$ cat config.mk
export PLATFORM = sky130hd
export DESIGN_NAME = riscv_lsu
export DESIGN_NICKNAME = d
export VERILOG_FILES = /design/src/rtl/riscv_pkg.sv /design/src/rtl/riscv_lsu.sv
export SDC_FILE = /design/constraint.sdc
export NUM_CORES = 1
export LEC_CHECK = 0
export CORE_ASPECT_RATIO = 0.8
export CORE_UTILIZATION = 29
export CTS_BUF_LIST = sky130_fd_sc_hd__clkbuf_2 sky130_fd_sc_hd__clkbuf_4 sky130_fd_sc_hd__clkbuf_8
export DETAILED_ROUTE_END_ITERATION = 8
export PLACE_DENSITY = 0.95
export SETUP_SLACK_MARGIN = 0.3
export SYNTH_ARGS = -nofsm -noshare
export SYNTH_HDL_FRONTEND = slang
export SYNTH_SLANG_ARGS = --single-unit
$ cat constraint.sdc
create_clock -name clk_i -period 2.84 [get_ports clk_i]
set_clock_uncertainty 0.1 [all_clocks]
set_input_delay 0.426 -clock clk_i [delete_from_list [all_inputs] [get_ports clk_i]]
set_output_delay 0.426 -clock clk_i [all_outputs]
set_load 0.01 [all_outputs]
$ cat src/rtl/riscv_pkg.sv
// Shared RISC-V definitions: load/store access size encodings used by the LSU.
package riscv_pkg;

    localparam logic [2:0] LDST_B  = 3'd0;
    localparam logic [2:0] LDST_H  = 3'd1;
    localparam logic [2:0] LDST_W  = 3'd2;
    localparam logic [2:0] LDST_BU = 3'd4;
    localparam logic [2:0] LDST_HU = 3'd5;

endpackage

$ cat src/rtl/riscv_lsu.sv
// Load/store unit: byte-lane steering and load extension, plus a one-bit stall handshake.
// Optional concurrent assertions are compiled in when RISCV_LSU_SVA_EN is defined.
module riscv_lsu
    import riscv_pkg::*;
(
    input  logic        clk_i,
    input  logic        rst_i,
    input  logic        core_req_i,
    input  logic        core_we_i,
    input  logic [2:0]  core_size_i,
    input  logic [31:0] core_addr_i,
    input  logic [31:0] core_wd_i,
    output logic [31:0] core_rd_o,
    output logic        core_stall_o,
    output logic        mem_req_o,
    output logic        mem_we_o,
    output logic [3:0]  mem_be_o,
    output logic [31:0] mem_addr_o,
    output logic [31:0] mem_wd_o,
    input  logic [31:0] mem_rd_i,
    input  logic        mem_ready_i
);

    logic        stall_q;
    logic [7:0]  rd_byte;
    logic [15:0] rd_half;

    assign mem_req_o  = core_req_i;
    assign mem_we_o   = core_we_i;
    assign mem_addr_o = core_addr_i;

    // Ready only counts once the request has been held for at least one cycle.
    assign core_stall_o = core_req_i & ~(stall_q & mem_ready_i);

    always_ff @(posedge clk_i or posedge rst_i) begin
        if (rst_i) begin
            stall_q <= 1'b0;
        end else begin
            stall_q <= core_stall_o;
        end
    end

    always_comb begin
        mem_be_o = 4'b1111;
        mem_wd_o = '0;
        case (core_size_i)
            LDST_B: begin
                mem_be_o = 4'b0001 << core_addr_i[1:0];
                mem_wd_o = {4{core_wd_i[7:0]}};
            end
            LDST_H: begin
                mem_be_o = core_addr_i[1] ? 4'b1100 : 4'b0011;
                mem_wd_o = {2{core_wd_i[15:0]}};
            end
            LDST_W: begin
                mem_wd_o = core_wd_i;
            end
            LDST_BU: mem_be_o = 4'b0001 << core_addr_i[1:0];
            LDST_HU: mem_be_o = core_addr_i[1] ? 4'b1100 : 4'b0011;
            default: ;
        endcase
    end

    always_comb begin
        rd_byte = mem_rd_i[7:0];
        case (core_addr_i[1:0])
            2'd0: rd_byte = mem_rd_i[7:0];
            2'd1: rd_byte = mem_rd_i[15:8];
            2'd2: rd_byte = mem_rd_i[23:16];
            2'd3: rd_byte = mem_rd_i[31:24];
            default: ;
        endcase
        rd_half = core_addr_i[1] ? mem_rd_i[31:16] : mem_rd_i[15:0];
    end

    always_comb begin
        core_rd_o = '0;
        case (core_size_i)
            LDST_B:  core_rd_o = {{24{rd_byte[7]}}, rd_byte};
            LDST_BU: core_rd_o = {24'd0, rd_byte};
            LDST_H:  core_rd_o = {{16{rd_half[15]}}, rd_half};
            LDST_HU: core_rd_o = {16'd0, rd_half};
            LDST_W:  core_rd_o = mem_rd_i;
            default: ;
        endcase
    end

`ifdef RISCV_LSU_SVA_EN
    a_stall_needs_req : assert property (@(posedge clk_i) disable iff (rst_i)
        core_stall_o |-> core_req_i);
    a_new_req_stalls : assert property (@(posedge clk_i) disable iff (rst_i)
        $rose(core_req_i) |-> $rose(core_stall_o));
    a_req_passthru : assert property (@(posedge clk_i) disable iff (rst_i)
        mem_req_o == core_req_i);
`endif

endmodule

==> summary.txt <==
Status
  • Status: finished clean

Layout
  • Share of cells above drive strength 1: 0.166
  • P&R area growth vs syn: 85.6%
  • Flip-flop count of the largest register after layout: 1
  • Top flop regs: stall_q x1
  • Antenna diode count: 0
  • FILL cells: 524
  • Nets@finish: 492
  • Biggest register: stall_q

Synthesis
  • Yosys cell types: 32
  • Syn Nets: 372
  • Post-synthesis mux area share: 0.129
  • Synth Area in Adders: 0
  • Xor/xnor share of the synthesized area: 0
  • Synthesized flop and latch total: 1
  • Mapped Area: 1660 sq um
  • Synth Area in Compound Gates: 0.238
  • Yosys warns: 0
  • Synth top area share: 0.163
  • Largest cells by area after synthesis: buf_4 16%, nand3_1 11%, a21oi_1 10%, mux2i_1 7.2%, nor2b_1 6.4%
  • Seq/Total Area, Yosys: 0.0151
  • Cells after synthesis: 268
  • Main combinational cell family by area after synthesis: simple AND/OR/NAND/NOR gates
  • Syn_area_per_cell: 6.19 sq um
  • Area leader, netlist: buf_4
  • Synth Area in Simple Gates: 0.380

Timing
  • Fin crit share: 0.903
  • RSZ-0062 raised after global routing: yes
  • Worst-margin pin slew: 341 ps
  • Slew headroom: 0.773
  • Final hold violations: 0
  • Setup_tns: 0 ps
  • Max Slew Vio Count: 0
  • Max frequency: 390 MHz
  • Final Setup Violations: 0
  • Final worst slack: 277 ps
  • Post-layout min period: 2560 ps

GRT
  • M1 GR Usage: 0.291
  • Congestion Overflow GR: 0
  • Initial antenna violation count: 0
  • Grt peak-use layer: met2
  • GR Util met2: 0.383
  • Vias in the first global route: 2287
  • Pin count of the biggest net entering global routing: 35
  • First-pass GRT wire length: 11000 um
  • All-layer global routing usage: 0.224
  • Met3 GRT Util: 0.0476

Detailed routing
  • Iteration-0 DRC Markers: 95
  • Wire length per cell: 15.4 um
  • Total Wirelength: 7130 um
  • DRT Pass-1 Iters: 4
  • Vias post-DR: 2331
  • Post-route ant nets: 0
  • Vias per std cell: 5.02
  • DRC violations left: 0

Critical path
  • Worst Path Arrival: 2040 ps
  • Kind of critical path: in -> out
  • Critical path peak fanout: 5
  • Worst reg2reg startpoint: stall_q
  • CP required: 2310 ps
  • CP startpoint: mem_rd_i[23]
  • Max incr delay on CP: 290 ps
  • CP bufs+invs: 4
  • Kind of start point of the critical path: input pin
  • Critical path's top delay family: buffers and inverters
  • Max stage delay cell, worst path: mux2_4
  • Worst Setup End Kind: primary output
  • Worst-path cell chain: dlygate4sd2_1 > mux2_4 > a22oi_4 > buf_6 > nor3_4 > buf_6 > a221o_1 > dlygate4sd2_1

Place
  • Place WS: -221 ps
  • GPL Wtd Cong: 0.880
  • Post-DP HPWL: 5630 um
  • Port Buf Inserts: 144

Floorplanning
  • Core Region: 5470 sq um
  • Die area: 6030 sq um
  • Initial core utilization: 0.303
  • Rows: 24
  • Die height: 69.6 um
  • Die Wd: 86.5 um
  • I/O pin count: 207

Clock tree
  • Hold_buf cts: 0
  • Clock Latency Late Sink: 0 ps
  • Clk slew on worst S/H paths: 0 ps

Power
  • Leakage power: 1.55 nW
  • Maximum VDD drop: 0.105 mV
  • PD cells: 164 nW/um^2

Worst hold path
  • Hold Startpoint: stall_q
  • Worst hold path type: reg -> reg

Job
  • # Max-Cap Violations: 0
==> cells by family (layout without fill, tap and decap cells) <==
group	Yosys count	after routing
and+or+nand+nor	122	122
AOI/OAI and AO/OA	64	64
buffers and inverters	61	179
muxes	20	20
DFF	1	1
==> worst paths after layout <==
kind | endpoint | slack [ps] | cells past startpoint
setup / recovery | core_rd_o[14] | 280 | 8
hold / removal | stall_q | 380 | 1
setup reg to reg | stall_q | 2030 | 1
hold reg to reg | stall_q | 380 | 1
max in group asynchronous | stall_q | 2080 | 2
min in group asynchronous | stall_q | 470 | 2
==> synth_stat cells <==
cell type / instances
a21boi_0: 1
clkbuf_1: 9
mux2_2: 7
inv_1: 2
a311oi_1: 1
nand2b_2: 1
a21oi_1: 34
nor2b_1: 17
nor2_1: 21
dfrtp_1: 1
mux2_4: 1
or3_1: 1
buf_2: 9
mux2i_1: 12
a211o_1: 3
or2_2: 7
o21bai_1: 3
and2_1: 9
nand2b_1: 6
o21ai_0: 14
a21o_1: 1
buf_6: 1
buf_1: 3
nor3_1: 5
a22oi_4: 1
nand2_1: 18
nand3_1: 35
buf_8: 1
buf_4: 36
nor3_4: 1
a221o_1: 6
or3b_2: 1
==> routing by layer <==
metal | vias up | routed length, um
met3 | 16 | 545
li1 | 1133 | -
met1 | 1082 | 3020
met4 | 0 | 68
met2 | 100 | 3500
met5 | - | 0
==> what timing repair did <==
| item | in CTS | in global routing |
|---|---|---|
| endpoints found under the setup margin | 67 | 20 |
| buffers inserted | 1 | 1 |
| pin swaps | 1 | 1 |
| resized for setup | 68 | 18 |
==> cell type report <==
type                       instances  area, sq um  area share
timing repair buffer             177         1680       0.547
multi-input combinational        206         1260       0.410
tap                               78         97.6      0.0317
sequential                         1         25.0     0.00813
inverter                           2         7.51     0.00244
==> placed cells by master, fill, tap and decap left out, types with 7 or more instances in the layout <==
master	instances
a21oi_1	33
and2_1	9
buf_4	25
clkdlybuf4s50_1	88
dlygate4sd2_1	37
dlymetal6s2s_1	9
mux2i_1	12
nand2_1	18
nand3_1	35
nor2_1	20
nor2b_1	17
o21ai_0	14
or2_2	7
==> where the power goes <==
part           leakage (nW)  internal (mW)  total, mW  switching [mW]
Combinational          1.54          0.275      0.488           0.213
Sequential           0.0122         0.0155     0.0158        0.000318
Clock                     0              0          0               0
Total                  1.55          0.290      0.503           0.213
==> stage by stage <==
step                      cell area, sq um  total power [mW]   util  hold slack (ps)  instances
final                                 3080             0.503  0.563              384        464
after detailed placement              3060             0.525  0.560              397        462
after global routing                  3080             0.539  0.563              406        464
after floorplan                       1660             0.266      -             54.7        268
after CTS                             3040             0.499  0.556              391        463
after global placement                3060             0.516  0.560              343        462
Note: power is estimated with default switching activity, not from simulation.
